File: src/rtl/rc4_ksa.sv
// rc4_ksa: RC4 key schedule over a 16-entry, 4-bit state, driving a dual-write port into an external 16x4 store.
//   clk, rst (async, active-high), start (begin a schedule), key (KEY_NIB nibbles, K[0] = key[3:0])
//   busy (schedule in progress), done (one-cycle completion pulse)
//   wr_en, wr_addr1/wr_data1, wr_addr2/wr_data2 (registered dual write into the downstream store)
module rc4_ksa #(
  parameter int KEY_NIB = 8
) (
  input  logic                   clk,
  input  logic                   rst,
  input  logic                   start,
  input  logic [4*KEY_NIB-1:0]   key,
  output logic                   busy,
  output logic                   done,
  output logic                   wr_en,
  output logic [3:0]             wr_addr1,
  output logic [3:0]             wr_addr2,
  output logic [3:0]             wr_data1,
  output logic [3:0]             wr_data2
);
  typedef enum logic [1:0] {IDLE, INIT, MIX, FIN} state_t;
  state_t state_q, state_d;
  logic [63:0] key_q, key_d;
  logic [3:0] i_q, i_d, j_q, j_d, kx_q, kx_d;
  logic [3:0] s_q [16];
  logic [3:0] s_d [16];
  logic [3:0] kn, si, sj, jn;
  logic busy_d, done_d, wr_en_d;
  logic [3:0] a1_d, a2_d, d1_d, d2_d;
  // kx_q tracks i mod KEY_NIB as a wrapping counter; the key is zero-padded to 16 nibbles
  assign kn = key_q[{kx_q, 2'b00} +: 4];
  assign si = s_q[i_q];
  assign jn = j_q + si + kn;
  assign sj = s_q[jn];
  always_comb begin
    state_d = state_q;
    key_d = key_q;
    i_d = i_q;
    j_d = j_q;
    kx_d = kx_q;
    s_d = s_q;
    wr_en_d = 1'b0;
    done_d = 1'b0;
    a1_d = '0;
    a2_d = '0;
    d1_d = '0;
    d2_d = '0;
    case (state_q)
      IDLE: begin
        if (start) begin
          state_d = INIT;
          key_d = 64'(key);
          i_d = '0;
        end
      end
      INIT: begin
        wr_en_d = 1'b1;
        a1_d = {i_q[2:0], 1'b0};
        a2_d = {i_q[2:0], 1'b1};
        d1_d = a1_d;
        d2_d = a2_d;
        s_d[a1_d] = a1_d;
        s_d[a2_d] = a2_d;
        i_d = i_q + 4'd1;
        j_d = '0;
        kx_d = '0;
        if (i_q == 4'd7) begin
          state_d = MIX;
          i_d = '0;
        end
      end
      MIX: begin
        // when jn == i both ports carry (i, S[i]) and the swap is a no-op
        wr_en_d = 1'b1;
        a1_d = i_q;
        d1_d = sj;
        a2_d = jn;
        d2_d = si;
        s_d[i_q] = sj;
        s_d[jn] = si;
        j_d = jn;
        i_d = i_q + 4'd1;
        kx_d = (kx_q == 4'(KEY_NIB - 1)) ? '0 : kx_q + 4'd1;
        if (i_q == 4'd15) state_d = FIN;
      end
      default: begin
        done_d = 1'b1;
        state_d = IDLE;
      end
    endcase
    busy_d = state_d != IDLE;
  end
  always_ff @(posedge clk or posedge rst) begin
    if (rst) begin
      state_q <= IDLE;
      key_q <= '0;
      i_q <= '0;
      j_q <= '0;
      kx_q <= '0;
      for (int k = 0; k < 16; k++) s_q[k] <= 4'(k);
      busy <= 1'b0;
      done <= 1'b0;
      wr_en <= 1'b0;
      wr_addr1 <= '0;
      wr_addr2 <= '0;
      wr_data1 <= '0;
      wr_data2 <= '0;
    end else begin
      state_q <= state_d;
      key_q <= key_d;
      i_q <= i_d;
      j_q <= j_d;
      kx_q <= kx_d;
      s_q <= s_d;
      busy <= busy_d;
      done <= done_d;
      wr_en <= wr_en_d;
      wr_addr1 <= a1_d;
      wr_addr2 <= a2_d;
      wr_data1 <= d1_d;
      wr_data2 <= d2_d;
    end
  end
endmodule
File: config.mk
export PLATFORM = sky130hd
export DESIGN_NAME = rc4_ksa
export DESIGN_NICKNAME = d
export VERILOG_FILES = /design/src/rtl/rc4_ksa.sv
export SDC_FILE = /design/constraint.sdc
export NUM_CORES = 1
export LEC_CHECK = 0
export CELL_PAD_IN_SITES_DETAIL_PLACEMENT = 1
export CELL_PAD_IN_SITES_GLOBAL_PLACEMENT = 2
export CORE_UTILIZATION = 39
export DETAILED_ROUTE_END_ITERATION = 10
export PLACE_DENSITY = 0.78
export SYNTH_ARGS = -nofsm -noshare
export SYNTH_HDL_FRONTEND = slang
export SYNTH_SLANG_ARGS = --single-unit
File: constraint.sdc
create_clock -name clk -period 5.2 [get_ports clk]
set_input_delay 0.52 -clock clk [delete_from_list [all_inputs] [get_ports clk]]
set_output_delay 0.52 -clock clk [all_outputs]
set_load 0.1 [all_outputs]
==> run summary <==
Synth Instances - 761
Die Height - 144 um
Max-Cap Viols - 0
Cell Area, Synth - 0.00784 mm^2
initial antenna violation count - 1
min-delay src - key_q[8]
Pwr Density - 740 mW/mm^2
vias in the first global route - 7318
Clock Sinks - 129
Synth top area share - 0.309
CTS clk-pin slew, worst paths - 70 ps
FF-to-FF Start - i_q[1]
num rows - 51
status - finished, final reports clean
most frequent cell after synthesis - dfrtp_1
Initial DRC Count - 659
WL per Instance - 27.0 um
multi-input logic area - 0.00420 mm^2
Starting Density - 0.400
Vias - 7041
Hold Path Cell Cnt - 1
register area - 0.00327 mm^2
CTS buffer count - 17
YS warnings - 0
FMAX - 0.202 GHz
largest net degree at the start of global routing - 72
die area - 0.0207 mm^2
routed wire length - 30400 um
final count of pins violating max slew - 0
Worst setup EP type - register
Final Skew - 12.8 ps
Commonest cells post-synth - dfrtp_1, nand2_1, nor2_1
RSZ-0062 raised after global routing - false
CTS tree - done
Yosys top cell by area - dfrtp_1
r2r worst-path depth - 21
#FFs+latches synth - 129
Ports - 54
reg2reg end - s_q[18]
gr usage total - 0.308
first-pass GRT wire length - 45800 um
Post-synth ARST share - 1.00
final hold vios - 0
r2r setup slk - 250 ps
Rel. slew slack - 0.145
Yosys cell types - 82
fin crit share - 0.952
Tightest Pin Transition - 1280 ps
Synth Net Count - 810
Post-synth EDFFs - 0
Critical Path AT - 5210 ps
Post-DP HPWL - 22100 um
HP Class - reg2reg
area grow syn2layout - 23.3%
GRT Residual Overflow - 0
worst skew pair latency - 440 ps
register area share after synthesis - 0.417
ys flop type - dfrtp_1
Worst Hold Path EP - key_q[8]
element type at the critical path start - register
FILL cells - 2154
worst hold margin - 503 ps
gpl congestion - 0.967
Pleak - 3.87 nW
kind of critical path - reg2reg
endpoints failing setup - 0
Tmin final - 4950 ps
root buffer cell - clkbuf_16
Max Fanout on Critical Path - 13
TritonRoute pass-1 iters - 5
# DRC - 0
layout cells sized above 1 - 0.275
critical path data required time - 5460 ps
Mean Syn Cell Area - 10.3 um^2
Final ANT Viol Nets - 0
CTS Hold Buffers Added - 0
Core Box Area - 0.0196 mm^2
DR vias/cell - 6.25
Final Net Count - 897
sum of negative setup slack - 0 ps
die width - 144 um
clock buffer depth - 2
H-tree depth - 4
main area contributors after synthesis - dfrtp_1, dfstp_2, mux4_2
IO Port Bufs - 53
Max IR drop VDD - 360 uV
==> metrics by stage <==
stage	utilization	setup slack [ps]	total power [mW]	std cells	area, um^2
global route	0.494	7.94	7.43	1127	9670
global placement	0.452	341	5.28	1078	8850
detailed placement	0.452	140	5.37	1078	8850
finish	0.494	247	7.16	1127	9670
CTS	0.483	114	6.70	1110	9470
floorplan	-	503	3.97	761	7840
==> critical path, stage by stage (launching register included) <==
cell and delay, ps:
dfrtp_2 490, buf_4 210, nand2_1 140, or3_1 130
o311ai_0 180, a211oi_1 320, o31ai_2 100, buf_4 150
fa_1 350, inv_1 60, ha_1 140, inv_1 60
fa_1 400, xor2_2 180, xnor2_2 230, and4_4 310
o211ai_4 130, and2b_4 300, buf_4 180, o21ai_1 420
nand2b_1 180, o311ai_1 90
==> registers in the layout, indices dropped and copies added (netlist names) <==
name,count
i_q,4
done,1
key_q,32
busy,1
kx_q,4
wr_en,1
wr_data1,4
wr_addr2,4
j_q,4
state_q,2
wr_data2,4
wr_addr1,4
s_q,64
==> metal layers <==
| layer | wire length (um) | GRT usage | vias up |
|---|---|---|---|
| met2 | 14600 | 0.500 | 356 |
| met4 | 931 | 0.121 | 0 |
| li1 | - | - | 2995 |
| met5 | 0 | 0 | - |
| met1 | 12600 | 0.404 | 3630 |
| met3 | 2280 | 0.0620 | 60 |
==> cell families (layout without fill, tap and decap cells) <==
group / count (synthesis) / after routing / share of synthesized area
compound gates: 178 / 178 / 0.175
xor+xnor: 2 / 2 / 0.00223
fa+ha+maj: 14 / 14 / 0.0262
buf+inv: 101 / 199 / 0.0574
flops: 129 / 129 / 0.417
mux: 82 / 83 / 0.162
other cells: 0 / 1 / 0
simple gates: 255 / 256 / 0.160
==> cell usage in the layout (no fill, tap or decap), types with 7 or more instances in the layout <==
cell,synthesis,layout
nand3_1,15,15
clkbuf_16,0,17
a21oi_1,33,33
mux2_2,37,37
nor2b_1,11,11
clkdlybuf4s50_1,0,53
ha_1,10,10
mux2i_1,12,12
a221o_1,27,27
dfstp_2,32,32
nor2_1,49,49
inv_1,43,42
mux4_2,31,31
nand2_1,96,96
buf_4,3,66
dfrtp_1,97,95
a211oi_1,7,7
o21ai_0,22,22
nor3_1,39,39
o22ai_1,8,8
a221oi_1,14,13
==> layout make-up <==
class                   instances  share of cell area
flip-flops and latches        129               0.338
inverters                      46              0.0185
clock buffers                  18              0.0444
repair buffers                121               0.110
multi-input cells             533               0.434
diodes                          1            0.000259
clock inverters                14              0.0199
well taps                     265              0.0343
==> power breakdown <==
group	switching (mW)	leakage [nW]	total (mW)	internal (mW)
sequential	0.183	1.60	1.48	1.30
clock	0.537	0.302	1.31	0.773
combinational	2.74	1.96	4.37	1.63
total	3.46	3.87	7.16	3.70
==> how the worst max path moves through the flow <==
stage                      start  endpoint  cells after the start
final                     i_q[1]   s_q[18]                     21
after global routing      i_q[1]   s_q[19]                     21
after CTS                 i_q[1]   s_q[40]                     20
after detailed placement  i_q[1]   s_q[40]                     20
after global placement    i_q[1]    s_q[9]                     20
after floorplan           i_q[1]   s_q[22]                     20
==> repair_timing <==
item	in CTS	in global routing
setup buffers	0	14
resized for setup	0	10
endpoints found under the setup margin	0	51
No activity file was read; power rests on OpenSTA's default activity.
